## src/rtl/multicycle_adder.sv

```systemverilog
// Chunk-serial adder: WIDTH/CHUNK cycles per sum, with registered flags.
// MULTICYCLE_ADDER_SUB_EN adds a sub port for x - y - c_in with borrow-out.
module multicycle_adder #(
  parameter int WIDTH = 16,
  parameter int CHUNK = 4
) (
  input  logic             clk,
  input  logic             rst,
  input  logic             start,
  input  logic             c_in,
`ifdef MULTICYCLE_ADDER_SUB_EN
  input  logic             sub,
`endif
  input  logic [WIDTH-1:0] x,
  input  logic [WIDTH-1:0] y,
  output logic [WIDTH-1:0] s,
  output logic             c_out,
  output logic             v,
  output logic             busy,
  output logic             done
);

  localparam int CK = (CHUNK < 1) ? 1 : CHUNK;
  localparam int K  = (WIDTH / CK < 1) ? 1 : WIDTH / CK;
  localparam int IW = (K > 1) ? $clog2(K) : 1;

  generate
    if (CHUNK < 1 || WIDTH < 1 || (WIDTH % CK) != 0) begin : g_bad
      $error("multicycle_adder: WIDTH must be a multiple of CHUNK >= 1");
    end
  endgenerate

  typedef enum logic [1:0] {
    IDLE,
    RUN,
    DONE
  } state_t;

  state_t state, state_nx;

  logic [WIDTH-1:0] xa, ya;
  logic             cy;
  logic [IW-1:0]    idx;
  logic             sub_r;
  logic             sub_eff;
  logic             accept;
  logic             last;
  logic [CHUNK-1:0] xc, yc;
  logic [CHUNK:0]   sum;

`ifdef MULTICYCLE_ADDER_SUB_EN
  assign sub_eff = sub;
`else
  assign sub_eff = 1'b0;
`endif

  assign accept = start && (state != RUN);
  assign last   = (idx == IW'(K - 1));
  assign busy   = (state == RUN);
  assign done   = (state == DONE);

  always_comb begin
    xc = '0;
    yc = '0;
    for (int k = 0; k < K; k++) begin
      if (idx == IW'(k)) begin
        xc = xa[k*CHUNK +: CHUNK];
        yc = ya[k*CHUNK +: CHUNK];
      end
    end
    sum = {1'b0, xc} + {1'b0, yc} + {{CHUNK{1'b0}}, cy};
  end

  always_ff @(posedge clk or posedge rst) begin
    if (rst) state <= IDLE;
    else     state <= state_nx;
  end

  always_comb begin
    state_nx = state;
    unique case (state)
      IDLE:    if (start) state_nx = RUN;
      RUN:     if (last)  state_nx = DONE;
      DONE:    state_nx = start ? RUN : IDLE;
      default: state_nx = IDLE;
    endcase
  end

  // Subtraction is folded in at capture: y is inverted and the carry-in
  // complemented, so the run loop only ever adds.
  always_ff @(posedge clk or posedge rst) begin
    if (rst) begin
      xa    <= '0;
      ya    <= '0;
      cy    <= 1'b0;
      idx   <= '0;
      sub_r <= 1'b0;
      s     <= '0;
      c_out <= 1'b0;
      v     <= 1'b0;
    end else if (accept) begin
      xa    <= x;
      ya    <= sub_eff ? ~y : y;
      cy    <= sub_eff ? ~c_in : c_in;
      sub_r <= sub_eff;
      idx   <= '0;
      s     <= '0;
      c_out <= 1'b0;
      v     <= 1'b0;
    end else if (state == RUN) begin
      for (int k = 0; k < K; k++) begin
        if (idx == IW'(k)) s[k*CHUNK +: CHUNK] <= sum[CHUNK-1:0];
      end
      cy  <= sum[CHUNK];
      idx <= idx + IW'(1);
      if (last) begin
        c_out <= sum[CHUNK] ^ sub_r;
        v     <= (xa[WIDTH-1] == ya[WIDTH-1]) &&
                 (sum[CHUNK-1] != xa[WIDTH-1]);
      end
    end
  end

endmodule

```

## config.mk

```make
export PLATFORM = sky130hd
export DESIGN_NAME = multicycle_adder
export DESIGN_NICKNAME = d
export VERILOG_FILES = /design/src/rtl/multicycle_adder.sv
export SDC_FILE = /design/constraint.sdc
export NUM_CORES = 1
export LEC_CHECK = 0
export CAP_MARGIN = 20
export CORE_UTILIZATION = 36
export CTS_BUF_LIST = sky130_fd_sc_hd__clkbuf_4 sky130_fd_sc_hd__clkbuf_8 sky130_fd_sc_hd__clkbuf_16
export CTS_CLUSTER_SIZE = 14
export DETAILED_ROUTE_END_ITERATION = 10
export RECOVER_POWER = 100
export SLEW_MARGIN = 20
export SYNTH_ARGS = -nofsm -noshare
export SYNTH_HDL_FRONTEND = slang
export SYNTH_SLANG_ARGS = --single-unit
```

## constraint.sdc

```tcl
create_clock -name clk -period 4.5 [get_ports clk]
set_clock_uncertainty 0.1 [all_clocks]
set_input_delay 0.9 -clock clk [delete_from_list [all_inputs] [get_ports clk]]
set_output_delay 0.9 -clock clk [all_outputs]
set_load 0.005 [all_outputs]
```

# == Word-level counts from Yosys, hierarchy flattened ==
# Index checks and enable logic that the tools add are counted.
# word_totals
regBits,55
input_bits,36
out_inout_bits,20
wordCells,66
# op_classes
add_sub_neg,3
eq_ne,10
muxes,28
reduce_logical,14
# op_table
op,count
$mux W4,12
$mux W16,2
$reduce_and A2 Y1,5
$reduce_bool A2 Y1,5
$mux W1,9
$mux W2,4
$eq A2 B2 Y1 const B,3
$pmux W2 S3,1
$add A4 B4 Y5,1
$add A5 B1 Y5,1
$eq A2 B1 Y1 const B,2
$logic_not A2 Y1,2
$ne A2 B1 Y1 const B,2
$add A2 B1 Y2 const B,1
$logic_and A1 B1 Y1,2
$ne A2 B2 Y1 const B,1
$eq A1 B1 Y1,1
$ne A1 B1 Y1,1

# == Logic depth before layout (Yosys ltp) ==
# logic_depth
ltp_word,12
mapped_depth,13
mapped_depth_nobuf,12

# == Worst setup path after synthesis ==
# No wires, ideal clock.
# synth_path
kind,flip-flop to flip-flop
startpoint,register idx[0]
endpoint,register s[10]
setup_time_ns,0.121
arrival_ns,2.537
t_required_ns,4.279
path_slack_ns,1.742
path_stages_with_launch,13
n_path_buf,1
synth_period_minus_slack_ns,2.758
cell_sequence,dfrtp_1 > inv_1 > ha_1 > buf_2 > nor2b_2 > a221oi_1 > nor3_1 > a21oi_1 > fa_1 > fa_1 > xor2_1 > nor2_1 > a22o_1
# synth_via
elab_chain_cells,10
elab_cells_between_ends,19
cone_classes,2 x add/sub; 3 x eq/ne; 11 x mux; 3 x reduce/logical
# synth_lines
item,line,rtl
start: declaration,43,logic [IW-1:0] idx;
start signal: assignment,115,idx <= idx + IW'(1);
$logic_not A2 Y1,66,if (idx == IW'(k)) begin
$mux W4 (4 in series),66,
$add A4 B4 Y5,71,"sum = {1'b0, xc} + {1'b0, yc} + {{CHUNK{1'b0}}, cy};"
$add A5 B1 Y5,71,
$mux W4,112,if (idx == IW'(k)) s[k*CHUNK +: CHUNK] <= sum[CHUNK-1:0];
$mux W16,110,end else if (state == RUN) begin
$mux W16,101,end else if (accept) begin
end signal: indexed assignment,112,
end: declaration,16,"output logic [WIDTH-1:0] s,"
# Several ways; a longest one is shown, not always the timed one. The select of a mux whose other input is x is not followed.
# A chain may end at the register's enable or synchronous reset.

# == Final worst setup path ==
# layout_path
startpoint,register idx[0]
endpoint,register s[7]
# The elaborated chain is that of the path after synthesis.

==> results.json <==
{
  "gp_congestion": 0.7632,
  "synth_edf_count": 0,
  "met2WireLength_mm": 2.577,
  "cp-end-kind": "flop",
  "grt_usage": 0.1535,
  "ant_nets": 0,
  "routedWlPerCell_um": 15.24,
  "wl_met1_mm": 2.707,
  "dieArea_um2": 8017,
  "synth_cell_types": 49,
  "multi_input_area_um2": 1149,
  "drc_errors": 0,
  "yosysTopAreaCellShare": 0.4989,
  "yosysSeqAreaShare": 0.4989,
  "rsz0062_at_grt": "no",
  "async_reset_ff_frac": 1.000,
  "max_freq_mhz": 300.3,
  "cp-start-kind": "flop",
  "cts.path.max_buffers": 2,
  "initial_core_util": 0.3763,
  "hold_buffers": 0,
  "wirelength_mm": 5.623,
  "p_leak_nw": 1.477,
  "hold_path.class": "reg2reg",
  "synth_ff_type": "dfrtp_1",
  "htreeDepth": 2,
  "grt_pass1_wl_mm": 9.246,
  "slew_viol_final": 0,
  "fp-row-count": 31,
  "cts_setup_buffers": 0,
  "coreArea_um2": 7331,
  "cp.arrival_ns": 3.47,
  "relSlewSlack": 0.08909,
  "finalNetCount": 314,
  "netlist_area_um2": 2759,
  "tightest_slew_ns": 1.363,
  "finalHoldViolCount": 0,
  "period_minus_slack_ns": 3.330,
  "worstPathRequired_ns": 4.64,
  "first_pass_iters": 4,
  "fin_tns_setup_ns": 0,
  "synthCells": 216,
  "io_pins": 56,
  "overflow": 0,
  "ys_ff_latch": 55,
  "finalSetupViolations": 0,
  "drt_iter0_markers": 87,
  "avgSynthCellArea_um2": 12.77,
  "diodes": 0,
  "fill_cells": 708,
  "ir_worst_vdd_v": 0.0002826,
  "cts_root_buf": "clkbuf_8",
  "synth_area_leaders": "dfrtp_1 (50%), mux2_4 (11%), mux2_1 (3.7%)",
  "seqCellArea_um2": 1376,
  "drv_cap": 0,
  "drive_gt1_frac": 0.07778,
  "hpwl_mm": 4.186,
  "cts_sinks": 55,
  "period_share": 0.7400,
  "grt_pass1_vias": 1903,
  "grt_max_degree": 34,
  "crit_path_max_fanout": 9,
  "syn_nets": 261,
  "top_layer": "met4",
  "cts_tree": "yes",
  "antenna_found_initial": 0,
  "cts-resized-gates": 0,
  "layout_common_cells": "dfrtp_1 (55), clkdlybuf4s50_1 (34), mux2_1 (28)",
  "crit_type": "reg2reg",
  "cts.clk_slew.worst_paths_ns": 0.10,
  "fin_hold_ws_ns": 0.3824,
  "synth_area_leader_cell": "dfrtp_1",
  "yosys_warnings": 0,
  "dieHeight_um": 89.54,
  "die_x_um": 89.54,
  "syn_to_final_growth_pct": 21.59,
  "power.density_nw_per_um2": 760.5,
  "port_buffers": 55,
  "via_count": 1825,
  "final_common_cell": "dfrtp_1",
  "vias_per_cell": 4.946,
  "clk-insertion-delay-late_ns": 0.30,
  "wl_met3_um": 230,
  "status": "finished, final reports clean",
  "cts_made_buffers": 5
}
critical path: stages, from the launching register on:
cell      delay, ns
dfrtp_1        0.43
inv_1          0.10
ha_1           0.37
nor2b_1        0.39
a221oi_1       0.14
nor3_1         0.18
a21oi_1        0.09
fa_1           0.46
nand3b_1       0.25
nand2_1        0.14
xor2_1         0.38
a32o_1         0.23
path summary, 6_finish.rpt:
check / slack, ns / cells after the start / from / end
min reg2reg: 0.38 / 2 / s[13]$_DFFE_PP0P_ / s[13]$_DFFE_PP0P_
max reg2reg: 1.17 / 11 / idx[0]$_DFFE_PP0P_ / s[7]$_DFFE_PP0P_
max: 1.17 / 11 / idx[0]$_DFFE_PP0P_ / s[7]$_DFFE_PP0P_
max in group asynchronous: 1.30 / 3 / rst / xa[13]$_DFFE_PP0P_
min: 0.38 / 2 / s[13]$_DFFE_PP0P_ / s[13]$_DFFE_PP0P_
min in group asynchronous: 1.29 / 2 / rst / s[0]$_DFFE_PP0P_
through the flow:
step	area (um^2)	setup slack [ns]	total power [mW]	util	std cells
5_1_grt	3354	0.7963	2.746	0.4576	369
2_1_floorplan	2759	1.742	2.011	-	216
4_1_cts	3478	1.291	2.760	0.4745	369
3_5_place_dp	3366	1.325	2.419	0.4591	361
3_3_place_gp	3366	1.447	2.399	0.4591	361
6_report	3354	1.170	2.551	0.4576	369
metal layers:
layer,vias up,track usage
li1,887,-
met1,876,0.2081
met2,50,0.2397
met3,12,0.03047
met4,0,0.06349
met5,-,0
kinds of logic after synthesis:
family	Yosys count	share of synthesized area
adders and majority gates	9	0.04626
and+or+nand+nor	46	0.09842
buffers and inverters	19	0.04127
DFF	55	0.4989
AOI/OAI and AO/OA	51	0.1406
xor gates and xnor gates	2	0.009072
muxes	34	0.1655
layout make-up:
type                    count  share of cell area
clock inverters             3             0.01305
multi-input cells         142              0.3424
flip-flops and latches     55              0.4103
inverters                   9             0.01156
well taps                  99             0.03693
clock buffers               5             0.02051
repair buffers             56              0.1652
sequential cells by signal, indices dropped and copies added, names as in the netlist:
signal  flops
s          16
v           1
ya         16
idx         2
state       2
cy          1
c_out       1
xa         16
power by group:
group	internal [mW]	switching, mW	total, mW
Combinational	0.615	0.749	1.36
Clock	0.166	0.157	0.323
Sequential	0.718	0.146	0.864
synthesized netlist by cell type, types with 2 or more instances:
cell type,instances
a21oi_1,9
a21o_1,3
a211oi_2,2
o21ai_0,6
nand3b_1,3
nand3_1,2
buf_2,3
inv_1,8
ha_1,7
nand2_1,14
mux2_2,4
nor3_1,3
mux2_1,9
nor2_1,11
a221oi_1,4
fa_1,2
buf_6,4
o31ai_1,3
a22o_1,10
o21ai_1,5
mux2_4,20
dfrtp_1,55
a32o_1,3
No activity file was read; power rests on OpenSTA's default activity.
